===== config.mk =====
export PLATFORM = sky130hd
export DESIGN_NAME = aes_share_arbiter
export DESIGN_NICKNAME = d
export VERILOG_FILES = /design/src/rtl/aes_arb_pkg.sv /design/src/rtl/wait_timer.sv /design/src/rtl/aes_share_arbiter.sv
export SDC_FILE = /design/constraint.sdc
export NUM_CORES = 1
export LEC_CHECK = 0
export ABC_AREA = 1
export CORE_AREA = 10 10 300 302
export CTS_CLUSTER_SIZE = 10
export DETAILED_ROUTE_END_ITERATION = 12
export DIE_AREA = 0 0 310 312
export GPL_TIMING_DRIVEN = 0
export HOLD_SLACK_MARGIN = 0.08
export PLACE_DENSITY = 0.4
export SLEW_MARGIN = 25
export SYNTH_ARGS = -nofsm -noshare
export SYNTH_HDL_FRONTEND = slang
export SYNTH_SLANG_ARGS = --single-unit

===== constraint.sdc =====
create_clock -name clk -period 3.03 [get_ports clk]
set_input_delay 0.606 -clock clk [delete_from_list [all_inputs] [get_ports clk]]
set_output_delay 0.606 -clock clk [all_outputs]
set_load 0.005 [all_outputs]

===== src/rtl/aes_arb_pkg.sv =====
// aes_arb_pkg: shared types and defaults for the AES share arbiter
package aes_arb_pkg;
  localparam int BLOCK_W_DEF = 128;
  typedef enum logic [1:0] {IDLE, ISSUE, WAIT, DELIVER} state_t;
  typedef logic req_id_t;
endpackage


===== src/rtl/wait_timer.sv =====
// wait_timer: saturating cycle counter with an expire flag
// clk/reset: clock and sync active-high reset; clear: zero the count;
// enable: count one cycle; expire: high in the cycle that completes TIMEOUT_CYCLES counted cycles
module wait_timer #(
  parameter int TIMEOUT_CYCLES = 64
) (
  input  logic clk,
  input  logic reset,
  input  logic clear,
  input  logic enable,
  output logic expire
);
  localparam int TW = $clog2(TIMEOUT_CYCLES + 1);
  logic [TW-1:0] count;
  always_ff @(posedge clk) begin
    if (reset || clear) count <= '0;
    else if (enable && count != TW'(TIMEOUT_CYCLES)) count <= count + 1'b1;
  end
  // the current enabled cycle is the last one allowed
  assign expire = count >= TW'(TIMEOUT_CYCLES - 1);
endmodule


===== src/rtl/aes_share_arbiter.sv =====
// aes_share_arbiter: round-robin sharing of one AES core between two requesters
// req0/req1: valid/ready block inputs; aes_in_data/aes_start: core issue;
// aes_out_data/aes_done: core result; res0/res1: valid/ready result returns;
// owner: current/last grant, busy: not idle, timeout_err: one-cycle abort pulse
module aes_share_arbiter import aes_arb_pkg::*; #(
  parameter int BLOCK_W = BLOCK_W_DEF,
  parameter int TIMEOUT_CYCLES = 64
) (
  input  logic               clk,
  input  logic               reset,
  input  logic [BLOCK_W-1:0] req0_data,
  input  logic               req0_valid,
  output logic               req0_ready,
  input  logic [BLOCK_W-1:0] req1_data,
  input  logic               req1_valid,
  output logic               req1_ready,
  output logic [BLOCK_W-1:0] aes_in_data,
  output logic               aes_start,
  input  logic [BLOCK_W-1:0] aes_out_data,
  input  logic               aes_done,
  output logic [BLOCK_W-1:0] res0_data,
  output logic               res0_valid,
  input  logic               res0_ready,
  output logic [BLOCK_W-1:0] res1_data,
  output logic               res1_valid,
  input  logic               res1_ready,
  output logic               owner,
  output logic               busy,
  output logic               timeout_err
);
  state_t state, state_n;
  req_id_t last_grant, grant;
  logic [BLOCK_W-1:0] data_q, res_q;
  logic idle, accept, done_hit, tmo_hit, res_fire, expire;
  wait_timer #(.TIMEOUT_CYCLES(TIMEOUT_CYCLES)) u_timer (
    .clk    (clk),
    .reset  (reset),
    .clear  (state == ISSUE),
    .enable (state == WAIT),
    .expire (expire)
  );
  always_comb begin
    idle = state == IDLE && !reset;
    grant = (req0_valid && req1_valid) ? ~last_grant : req1_valid;
    req0_ready = idle && req0_valid && grant == 1'b0;
    req1_ready = idle && req1_valid && grant == 1'b1;
    accept = req0_ready || req1_ready;
    done_hit = state == WAIT && aes_done;
    tmo_hit = state == WAIT && !aes_done && expire;
    res_fire = state == DELIVER && (owner ? res1_ready : res0_ready);
    state_n = accept ? ISSUE :
              state == ISSUE ? WAIT :
              done_hit ? DELIVER :
              (tmo_hit || res_fire) ? IDLE : state;
  end
  always_ff @(posedge clk) begin
    if (reset) begin
      state <= IDLE;
      last_grant <= 1'b1;
      owner <= 1'b0;
      data_q <= '0;
      res_q <= '0;
      timeout_err <= 1'b0;
    end else begin
      state <= state_n;
      timeout_err <= tmo_hit;
      if (accept) begin
        data_q <= grant ? req1_data : req0_data;
        owner <= grant;
      end
      if (done_hit) res_q <= aes_out_data;
      if (tmo_hit || res_fire) last_grant <= owner;
    end
  end
  // reset gates the strobes so nothing leaks out in the reset cycle
  assign aes_start = state == ISSUE && !reset;
  assign res0_valid = state == DELIVER && !owner && !reset;
  assign res1_valid = state == DELIVER && owner && !reset;
  assign aes_in_data = data_q;
  assign res0_data = res_q;
  assign res1_data = res_q;
  assign busy = state != IDLE;
endmodule


==> results.yml <==
route:
  routed-via-count: 13500
  drtPass1Iterations: 4
  drt-initial-drc-count: 642
  totalWireLength_mm: 76.3
  ant_nets: 0
  post_drt_wl_per_cell_um: 22.2
  drc_errors: 0
  via_per_inst: 3.91
cts:
  cts.sinks: 268
  clock_path_buffers: 3
  cts_tree: "done"
  cts-hold-fix-buffers: 0
  cts-root-buf: "clkbuf_16"
  clk_pin_slew_ns: 0.06
  htree_levels: 2
  cts_buffers: 37
  clk_latency_ns: 0.55
yosys:
  synthDistinctLibCells: 22
  synthAdderAreaFrac_pct: 0.211
  ys_seq_area_share_pct: 45.2
  synth.area.top_cells: "dfxtp_1 (45%), nand2_1 (17%), o211a_1 (11%)"
  synth-xor-area-share_pct: 0.221
  synth-compound-area-share_pct: 16.7
  ys.warnings.count: 0
  syn_inst: 1505
  synthMuxAreaShare_pct: 0
  synth_top_cell_by_area: "dfxtp_1"
  synth_area_per_cell_um2: 7.89
  synth_top_area_share_pct: 45.2
  synth_simple_gate_area_share_pct: 23.8
  yosys_register_bits: 268
  synth_top_family_by_area: "simple AND/OR/NAND/NOR gates"
  syn-cell-area_um2: 11900
  synth_nets: 1898
final_layout:
  final_nets: 2719
  drive_gt1_share_pct: 11.0
  fillers: 9177
  stdcell_count: 3441
  layout_common_cells: "clkdlybuf4s50_1 (779), nand2_1 (543), dfxtp_1 (268)"
  synthToLayoutAreaGrowth_pct: 87.8
  mostFrequentLayoutCell: "clkdlybuf4s50_1"
  fin_area_um2: 22300
power:
  p_total_uw: 10700
  p_leak_uw: 0.00932
  vdd_drop_max_mv: 0.272
  powerDensity_nw_per_um2: 482
sta:
  max_freq_ghz: 0.343
  setup_viol: 0
  fin_crit_sh_pct: 96.1
  period_minus_slack_ns: 2.91
  fin_setup_tns_ns: 0
  slew_viol_final: 0
  hold-worst-slack_ns: 0.481
  fin_worst_skew_ns: 0.0149
  worstMarginPinSlew_ns: 0.788
  relSlewSlack_pct: 47.5
  final_hold_viol_count: 0
  rsz0062_at_grt: "no"
die:
  start_util_pct: 14.1
  chipWidth_um: 310
  placementRows: 107
  io_pins: 783
  core_area_um2: 84300
  dieArea_um2: 96700
  die_y_um: 312
setup_path:
  r2r_slack_ns: 1.06
  start_kind: "input pin"
  startpoint: "req0_valid"
  rr_endpoint: "aes_in_data[98]$_SDFFE_PP0P_"
  crit_fanout: 4
  critPathKind: "in -> out"
  critPathCapture: "req1_ready"
  end_kind: "output port"
  r2r_start: "last_grant$_SDFFE_PP1P_"
  r2r.worst_path.cells: 7
  arrival_ns: 2.31
  critPathRequiredTime_ns: 2.42
grt:
  grt_pass1_vias: 14200
  groute.usage.overall_pct: 14.9
  grt_overflow: 0
  antenna_found_initial: 18
  grt_pass1_wl_mm: 105
  grt_max_degree: 11
place:
  dp_hpwl_mm: 64.4
  post_dp_cell_area_um2: 21100
  port_buffers: 782
  gp_congestion: 0.861
  dp.cells: 3377
status:
  status: "completed"
job:
  drv_cap: 0
hold_path:
  hold_depth: 2
  hold_path.class: "reg -> reg"
[repair_timing]
item | CTS | global route
gates resized for setup | 11 | 3
endpoints found under the setup margin | 5 | 3
pin swaps | 0 | 0
buffers inserted | 0 | 0
[critical path, cell delays in order]
cell	delay (ns)
clkdlybuf4s50_1	0.47
nand2_1	0.13
nand2_2	0.13
inv_4	0.14
nand2_2	0.12
inv_1	0.10
clkdlybuf4s50_1	0.59
[cell usage after synthesis, drive strengths merged]
library cell	instances
nand4	1
nand3	134
buf	193
a21oi	135
xor2	3
nor3	3
nand2	548
o211a	128
inv	20
ha	2
clkbuf	49
dfxtp	268
nor2	17
o21ai	3
a211oi	1
[area by class of cell]
cell class / count / area, um2 / share of cell area (%)
Clock buffer: 56 / 1140 / 5.11
Buffer: 242 / 1580 / 7.08
Clock inverter: 7 / 71.3 / 0.320
Antenna cell: 1 / 2.50 / 0.0112
Sequential cell: 268 / 5370 / 24.1
Tap cell: 1090 / 1360 / 6.12
Timing Repair Buffer: 782 / 7830 / 35.1
Inverter: 20 / 77.6 / 0.348
Multi-Input combinational cell: 975 / 4870 / 21.8
[routing by layer]
layer	track usage, %	wire, um	vias to the layer above
met5	0	174	-
met4	3.46	1650	26
met3	6.94	8560	99
met2	26.6	37500	566
met1	15.6	28400	6254
li1	-	-	6515
[worst min path at each step]
stage	start	to	slack, ns
finish	res0_data[90]$_SDFFE_PP0P_	res0_data[90]$_SDFFE_PP0P_	0.48
global route	aes_in_data[6]$_SDFFE_PP0P_	aes_in_data[6]$_SDFFE_PP0P_	0.51
CTS	res0_data[90]$_SDFFE_PP0P_	res0_data[90]$_SDFFE_PP0P_	0.48
detailed placement	res0_data[90]$_SDFFE_PP0P_	res0_data[90]$_SDFFE_PP0P_	0.48
global placement	res0_data[116]$_SDFFE_PP0P_	res0_data[116]$_SDFFE_PP0P_	0.47
floorplan	u_timer.count[1]$_SDFFE_PP0P_	u_timer.count[1]$_SDFFE_PP0P_	0.46
[per-stage QoR]
step | worst slack [ns] | utilization [%]
after global placement | -0.559 | 25.0
final | 0.118 | 26.4
after CTS | 0.000542 | 26.4
after floorplan | 1.26 | -
after global routing | 0.0264 | 26.4
after detailed placement | -0.556 | 25.0
[sequential cells by signal, summed over array words and instances (netlist names)]
| register | cells |
|---|---|
| res0_data | 128 |
| owner | 1 |
| u_timer.count | 7 |
| last_grant | 1 |
| aes_in_data | 128 |
| timeout_err | 1 |
| state | 2 |
[power breakdown]
group | leakage, uW | internal (uW) | switching (uW)
Clock | 0.000599 | 2670 | 1760
Sequential | 0.00219 | 3790 | 174
Combinational | 0.00653 | 1350 | 991
[logic make-up (layout without fill, tap and decap cells)]
| group | count (synthesis) | after routing |
|---|---|---|
| AO/OA/AOI/OAI | 267 | 267 |
| XOR/XNOR | 3 | 3 |
| adder cells (fa/ha/maj) | 2 | 2 |
| buffers and inverters | 262 | 1107 |
| flip-flops | 268 | 268 |
| other | 0 | 1 |
| AND/OR/NAND/NOR | 703 | 703 |
(Power assumes the default switching activity.)
